--- src/rtl/l4_buffer_reader_pkg.sv ---
// l4_buffer_reader_pkg
//   Shared declarations for the L4 buffer read side: per-buffer status codes
//   (same encoding the status registers use) and the reader FSM encoding.
package l4_buffer_reader_pkg;

  // Buffer status codes. Only ST_FULL makes a buffer eligible for service;
  // every other code, including unrecognised ones, is skipped by the reader.
  localparam int unsigned STATUS_W = 4;
  localparam logic [STATUS_W-1:0] ST_EMPTY = 4'b0000;
  localparam logic [STATUS_W-1:0] ST_FULL  = 4'b0011;

  typedef enum logic [1:0] {
    S_IDLE  = 2'd0,
    S_FETCH = 2'd1,
    S_SEND  = 2'd2,
    S_CLEAR = 2'd3
  } state_e;

endpackage

--- src/rtl/l4_rr_arbiter.sv ---
// l4_rr_arbiter
//   Combinational rotate-priority selector. The search starts at the buffer
//   just after rr_ptr_i and wraps, so rr_ptr_i itself has lowest priority.
// Ports:
//   req_i          request vector, one bit per buffer
//   rr_ptr_i       index of the most recently served buffer
//   grant_valid_o  at least one request is set
//   grant_idx_o    index of the winning request (0 when none)
module l4_rr_arbiter #(
  parameter int NBUF     = 4,
  parameter int LOG_NBUF = 2
) (
  input  logic [NBUF-1:0]     req_i,
  input  logic [LOG_NBUF-1:0] rr_ptr_i,
  output logic                grant_valid_o,
  output logic [LOG_NBUF-1:0] grant_idx_o
);

  logic [LOG_NBUF-1:0] cand;

  always_comb begin
    grant_valid_o = 1'b0;
    grant_idx_o   = '0;
    cand          = '0;
    for (int k = 1; k <= NBUF; k++) begin
      cand = LOG_NBUF'((int'(rr_ptr_i) + k) % NBUF);
      if (!grant_valid_o && req_i[cand]) begin
        grant_valid_o = 1'b1;
        grant_idx_o   = cand;
      end
    end
  end

endmodule

--- src/rtl/l4_buffer_reader.sv ---
// l4_buffer_reader
//   Scans the per-buffer status codes round-robin, streams the chosen
//   buffer's fixed-length packet from synchronous RAM onto a valid/ready
//   link, then pulses that buffer's set_empty to hand it back to writers.
//
//   state   | meaning
//   --------+-------------------------------------------------------------
//   S_IDLE  | waiting for a FULL buffer; grants on the closing edge
//   S_FETCH | RAM address presented, read data not yet available
//   S_SEND  | RAM data on tx_data with tx_valid; held until tx_ready
//   S_CLEAR | one-cycle set_empty pulse for the served buffer
//
// Ports:
//   clk, resetn   clock, asynchronous active-low reset
//   status        packed status codes, buffer i at [i*NBITS +: NBITS]
//   set_empty     one-hot single-cycle clear to the served status register
//   mem_raddr     RAM read address {buffer index, word count}
//   mem_rdata     RAM read data, one cycle after mem_raddr
//   tx_data/tx_valid/tx_ready/tx_last  output link
//   busy          high whenever the FSM is not idle
module l4_buffer_reader
  import l4_buffer_reader_pkg::*;
#(
  parameter int NBITS     = 4,
  parameter int NBUF      = 4,
  parameter int LOG_NBUF  = 2,
  parameter int PKT_WORDS = 8,
  parameter int LOG_PKT   = 3,
  parameter int DW        = 32
) (
  input  logic                        clk,
  input  logic                        resetn,
  input  logic [NBUF*NBITS-1:0]       status,
  output logic [NBUF-1:0]             set_empty,
  output logic [LOG_NBUF+LOG_PKT-1:0] mem_raddr,
  input  logic [DW-1:0]               mem_rdata,
  output logic [DW-1:0]               tx_data,
  output logic                        tx_valid,
  input  logic                        tx_ready,
  output logic                        tx_last,
  output logic                        busy
);

  state_e              state_q, state_d;
  logic [LOG_NBUF-1:0] rr_ptr_q, rr_ptr_d;
  logic [LOG_NBUF-1:0] cur_idx_q, cur_idx_d;
  logic [LOG_PKT-1:0]  word_cnt_q, word_cnt_d;

  logic [NBUF-1:0]     req;
  logic                grant_valid;
  logic [LOG_NBUF-1:0] grant_idx;
  logic                last_word;

  always_comb begin
    req = '0;
    for (int i = 0; i < NBUF; i++) begin
      req[i] = (status[i*NBITS +: NBITS] == NBITS'(ST_FULL));
    end
  end

  l4_rr_arbiter #(
    .NBUF     (NBUF),
    .LOG_NBUF (LOG_NBUF)
  ) u_arb (
    .req_i         (req),
    .rr_ptr_i      (rr_ptr_q),
    .grant_valid_o (grant_valid),
    .grant_idx_o   (grant_idx)
  );

  assign last_word = (word_cnt_q == LOG_PKT'(PKT_WORDS - 1));

  always_ff @(posedge clk or negedge resetn) begin
    if (!resetn) begin
      state_q    <= S_IDLE;
      rr_ptr_q   <= LOG_NBUF'(NBUF - 1);
      cur_idx_q  <= '0;
      word_cnt_q <= '0;
    end else begin
      state_q    <= state_d;
      rr_ptr_q   <= rr_ptr_d;
      cur_idx_q  <= cur_idx_d;
      word_cnt_q <= word_cnt_d;
    end
  end

  // Status is only consulted in S_IDLE; changes during a packet are ignored.
  always_comb begin
    state_d    = state_q;
    rr_ptr_d   = rr_ptr_q;
    cur_idx_d  = cur_idx_q;
    word_cnt_d = word_cnt_q;
    case (state_q)
      S_IDLE: begin
        if (grant_valid) begin
          cur_idx_d  = grant_idx;
          word_cnt_d = '0;
          state_d    = S_FETCH;
        end
      end
      S_FETCH: state_d = S_SEND;
      S_SEND: begin
        if (tx_ready) begin
          if (last_word) begin
            state_d = S_CLEAR;
          end else begin
            word_cnt_d = word_cnt_q + LOG_PKT'(1);
            state_d    = S_FETCH;
          end
        end
      end
      S_CLEAR: begin
        rr_ptr_d   = cur_idx_q;
        word_cnt_d = '0;
        state_d    = S_IDLE;
      end
      default: state_d = S_IDLE;
    endcase
  end

  // Outputs decode straight from registered state so an asynchronous reset
  // drops them in the same cycle.
  always_comb begin
    set_empty = '0;
    if (state_q == S_CLEAR) begin
      set_empty[cur_idx_q] = 1'b1;
    end
  end

  assign mem_raddr = {cur_idx_q, word_cnt_q};
  assign tx_data   = mem_rdata;
  assign tx_valid  = (state_q == S_SEND);
  assign tx_last   = (state_q == S_SEND) && last_word;
  assign busy      = (state_q != S_IDLE);

endmodule

--- config.mk ---
export PLATFORM = sky130hd
export DESIGN_NAME = l4_buffer_reader
export DESIGN_NICKNAME = d
export VERILOG_FILES = /design/src/rtl/l4_buffer_reader_pkg.sv /design/src/rtl/l4_rr_arbiter.sv /design/src/rtl/l4_buffer_reader.sv
export SDC_FILE = /design/constraint.sdc
export NUM_CORES = 1
export LEC_CHECK = 0
export CAP_MARGIN = 0
export CORE_MARGIN = 5
export CORE_UTILIZATION = 25
export CTS_CLUSTER_SIZE = 12
export DETAILED_ROUTE_END_ITERATION = 16
export PLACE_DENSITY = 0.72
export SYNTH_ARGS = -nofsm -noshare
export SYNTH_HDL_FRONTEND = slang
export SYNTH_SLANG_ARGS = --single-unit
--- constraint.sdc ---
create_clock -name clk -period 1.9 [get_ports clk]
set_input_delay 0.285 -clock clk [delete_from_list [all_inputs] [get_ports clk]]
set_output_delay 0.285 -clock clk [all_outputs]
set_load 0.05 [all_outputs]
Word-level counts from Yosys, hierarchy flattened. Index checks and enable logic that the tools add are counted.

Input bits: 51. Logic and storage cells: 67. Output and inout bits: 44. Register bits: 9.

Eq/ne operators: 11. Add/sub/neg operators: 5. Muxes and demuxes: 27. Magnitude comparators: 6. Reduce and logical (&&, ||, !) cells: 14.

Operators by type and width (number): equality test 4 x 2 -> 1 bit (second input constant) (4); less-than comparator 2 x 3 -> 1 bit (second input constant) (5); 2-to-1 mux 2 bit (7); 2-to-1 mux 1 bit (9); 2-to-1 mux 3 bit (3); case mux 3 bit (3 select lines) (1); binary-select mux 1 bit (select 2 bit) (4); case mux 2 bit (4 select lines) (1); logical AND 1 bit (5); adder 2 x 1 -> 2 bit (second input constant) (2); adder 2 bit (second input constant) (2); equality test 2 bit (second input constant) (2); 2-to-1 mux 4 bit (1); inequality test 2 bit (second input constant) (2); AND reduction 2 bit (2); AND reduction 4 bit (1); adder 3 x 1 -> 3 bit (second input constant) (1); equality test 3 bit (second input constant) (1); zero test 1 bit (3); nonzero test 3 bit (1); demux 1 bit (select 2 bit) (1); equality test 2 x 1 -> 1 bit (second input constant) (1); greater-or-equal comparator 2 x 1 -> 1 bit (second input constant) (1); zero test 2 bit (1); other kinds (2) (2).

Longest topological paths before layout.
Depth in word-level cells: 15. Gate-level depth with buffers: 6. Depth with buffers taken out: 6.

Modules after synthesis. From an unflattened synthesis, not the netlist that was laid out.

Cells, all modules: 99. Area, all modules: 860.8 µm².

By module, submodules not included: l4_buffer_reader (cells an instance 85, area each 769.5 µm², sequential area each 227.7 µm², instances 1); l4_rr_arbiter (cells an instance 14, area each 91.3 µm², sequential area each 0.0 µm², instances 1).

Least setup slack after synthesis. No wires, ideal clock.

Kind: flip-flop to output port. From: register cur_idx_q[0]. To: output port set_empty[1]. Required time: 1.615 ns. Cell stages (with the launch flop): 3. Arrival: 1.898 ns. Path slack: -0.283 ns. Path buffers: 0. Cell sequence: dfrtp_1 -> inv_1 -> nor3_1.

Longest elaborated chain between the ends: 5. Elaborated cells on any way between the ends: 6. Those cells by class: 2 x order compare; 3 x mux; 1 x reduce/logical.

Ends and longest elaborated chain: from (decl) (RTL line l4_buffer_reader.sv:46) `logic [LOG_NBUF-1:0] cur_idx_q, cur_idx_d;`; from (signal assigned) (RTL line l4_buffer_reader.sv:82) `cur_idx_q <= cur_idx_d;`; less-than comparator 2 x 3 -> 1 bit (not written as such) or greater-or-equal comparator 2 x 1 -> 1 bit (tied branches) (RTL line l4_buffer_reader.sv:126) `set_empty[cur_idx_q] = 1'b1;`; logical AND 1 bit (not written as such) (RTL line l4_buffer_reader.sv:126); 2-to-1 mux 1 bit (not written as such) (RTL line l4_buffer_reader.sv:126); demux 1 bit (select 2 bit) (*) (RTL line l4_buffer_reader.sv:126); 2-to-1 mux 4 bit (*) (RTL line l4_buffer_reader.sv:125) `if (state_q == S_CLEAR) begin`; to (decl) (RTL line l4_buffer_reader.sv:34) `output logic [NBUF-1:0] set_empty,`.

Every way passes the cells marked *; elsewhere a longest branch is shown, timed or not.

Worst setup path in the final report.
From: register cur_idx_q[0]. To: output port mem_raddr[3].

RTL lines: to (decl) (RTL line l4_buffer_reader.sv:35) `output logic [LOG_NBUF+LOG_PKT-1:0] mem_raddr,`.

No word-level cell between the ends.

==> results.py <==
metrics = {
    "outcome": {
        "status": "completed",
    },
    "detailed_routing": {
        "vias_per_cell": 4.38,
        "wl_per_cell_um": 12.9,
        "drc": 0,
        "routed_wl_um": 1940,
        "first_pass_iters": 4,
        "drt_iter0_markers": 17,
        "vias": 661,
        "drtAntennaViolNets": 0,
    },
    "synth": {
        "synth_seq_cells": 9,
        "synth_edf_count": 0,
        "async_flop_share": 1.00,
        "mappedNetlistArea_um2": 912,
        "synthFlopType": "dfrtp_1",
        "syn_nets": 155,
        "yosysSeqAreaShare": 0.250,
        "syn_area_per_cell_um2": 8.94,
        "yosysUniqueCellTypes": 34,
        "syn_inst": 102,
        "synth_warnings": 0,
    },
    "sta": {
        "hold_slack_ps": 358,
        "setup_viol": 0,
        "tightestPinTransition_ps": 496,
        "period_minus_slack_ps": 1750,
        "rsz0062_at_grt": "false",
        "relSlewSlack": 0.668,
        "maxClockFrequency_ghz": 0.572,
        "clock_skew_ps": 1.78,
        "drv_slew": 0,
        "fin_crit_sh": 0.921,
        "hold_viol": 0,
        "tns_ps": 0,
        "worst_slack_ps": 151,
    },
    "place": {
        "numPortBuffers": 30,
        "gp_congestion": 0.754,
        "place_hpwl_um": 1660,
        "pre_cts_ws_ps": 19.0,
    },
    "setup_path": {
        "start_kind": "register",
        "path_class": "register to output pin",
        "cp_max_fo": 5,
        "cpPeakStageDelay_ps": 830,
        "crit_buf_inv": 1,
        "cp.required_ps": 1620,
        "arrival_ps": 1460,
        "path_cells": "clkdlybuf4s50_1",
        "endpoint_kind": "output pin",
        "critPathSlowestCell": "clkdlybuf4s50_1",
        "cpLargestDelayFamily": "buffers and inverters",
    },
    "power_and_ir_drop": {
        "sw_frac_of_total": 0.448,
        "p_int_uw": 779,
        "pwr-share-clk": 0.151,
        "p_comb_frac": 0.558,
        "cellPowerDensity_nw_per_um2": 1230,
        "p_seq_frac": 0.291,
        "ir_drop_uv": 257,
        "p_leak_nw": 0.449,
        "p_switching_uw": 632,
    },
    "floorplan": {
        "die_w_um": 70.4,
        "die_h_um": 70.4,
        "dieArea_um2": 4960,
        "start_util": 0.253,
        "core_area_um2": 3610,
        "ios": 95,
        "rows": 22,
    },
    "global_routing": {
        "antenna_found_initial": 0,
        "grt_pass1_wl_um": 3190,
        "gr-total-overflow": 0,
        "grt_pass1_vias": 696,
        "grt_max_degree": 13,
        "track_usage": 0.0767,
    },
    "cts": {
        "clockRootBuffer": "clkbuf_8",
        "cts-resized-gates": 0,
        "numCtsBuffers": 3,
        "hold_buffers": 0,
        "cts_max_level": 1,
        "cts_tree": "built",
        "cts_setup_buffers": 0,
        "cts.sinks": 9,
        "clk_path_buf_depth": 2,
        "clk_pin_slew_worst_paths_ps": 40,
        "clock_latency_ps": 230,
    },
    "layout": {
        "layout_common_cells": "22 x clkdlybuf4s50_1, 9 x nand2_1, 7 x inv_1, 7 x dfrtp_1, 7 x buf_12",
        "drive_gt1_frac": 0.262,
        "antenna_cells": 0,
        "syn2layout_area_growth_pct": 25.8,
        "final_common_cell": "clkdlybuf4s50_1",
        "nNetsFinal": 157,
    },
    "run": {
        "maxCapViolCount": 0,
    },
    "hold_path": {
        "hp-class": "input pin to async pin",
    },
}
[metal layers]
metal / up-vias / global-route usage / share of wire
met5: - / 0 / 0
met4: 0 / 0.0468 / 0.019
met3: 4 / 0.0230 / 0.090
met2: 25 / 0.147 / 0.56
met1: 316 / 0.0690 / 0.33
li1: 316 / - / -
[cells in the mapped netlist, types with 2 or more instances]
cell type	count	area (um^2)
nand2_1	9	33.8
and4bb_4	2	32.5
nand4b_1	3	26.3
nor2_1	4	15.0
nor2b_1	3	18.8
dfrtp_1	7	175
dfstp_2	2	52.6
or2_4	2	17.5
o21ai_1	2	10.0
nor3_1	2	10.0
nand2b_1	2	12.5
ha_1	2	25.0
and2_1	2	12.5
and4bb_2	2	25.0
o311ai_1	2	17.5
inv_1	7	26.3
buf_4	32	240
[final timing paths]
path	endpoint	depth (start not counted)	from	slack (ps)
min reg2reg	rr_ptr_q[0]$_DFFE_PN1P_	2	rr_ptr_q[0]$_DFFE_PN1P_	500
max	mem_raddr[3]	1	cur_idx_q[0]$_DFFE_PN0P_	150
max in group asynchronous	rr_ptr_q[1]$_DFFE_PN1P_	1	resetn	1220
min	cur_idx_q[0]$_DFFE_PN0P_	1	resetn	360
max reg2reg	word_cnt_q[0]$_DFFE_PN0P_	6	word_cnt_q[0]$_DFFE_PN0P_	340
min in group clk	rr_ptr_q[0]$_DFFE_PN1P_	2	rr_ptr_q[0]$_DFFE_PN1P_	500
[stage by stage]
step	area (um^2)	power (mW)	std cells	util
floorplan	922	1.07	102	-
global placement	1100	1.18	147	0.306
detailed placement	1100	1.21	147	0.306
CTS	1150	1.42	151	0.318
global route	1150	1.48	151	0.318
finish	1150	1.41	151	0.318
[cells by family after synthesis]
group / Yosys count / synth area share
flops: 9 / 0.250
compound gates: 13 / 0.115
buf+inv: 41 / 0.309
mux: 1 / 0.0165
simple gates: 36 / 0.283
fa+ha+maj: 2 / 0.0274
[registers in the layout (all words and copies together), names as in the netlist]
signal / cells
word_cnt_q: 3
cur_idx_q: 2
rr_ptr_q: 2
state_q: 2
[power by group through the flow]
stage / Clock (mW) / Combinational [mW] / Sequential [mW]
global placement: 0 / 0.777 / 0.404
CTS: 0.220 / 0.794 / 0.411
floorplan: 0 / 0.603 / 0.470
finish: 0.213 / 0.787 / 0.411
detailed placement: 0 / 0.794 / 0.412
global route: 0.231 / 0.828 / 0.424
[area by class of cell]
cell class / count / area (um^2)
clock buffers: 4 / 45.0
repair buffers: 31 / 375
well taps: 48 / 60.1
inverters: 7 / 26.3
flip-flops and latches: 9 / 228
multi-input cells: 52 / 413
fillers: 355 / 2460
Note: power is estimated with default switching activity, not from simulation.
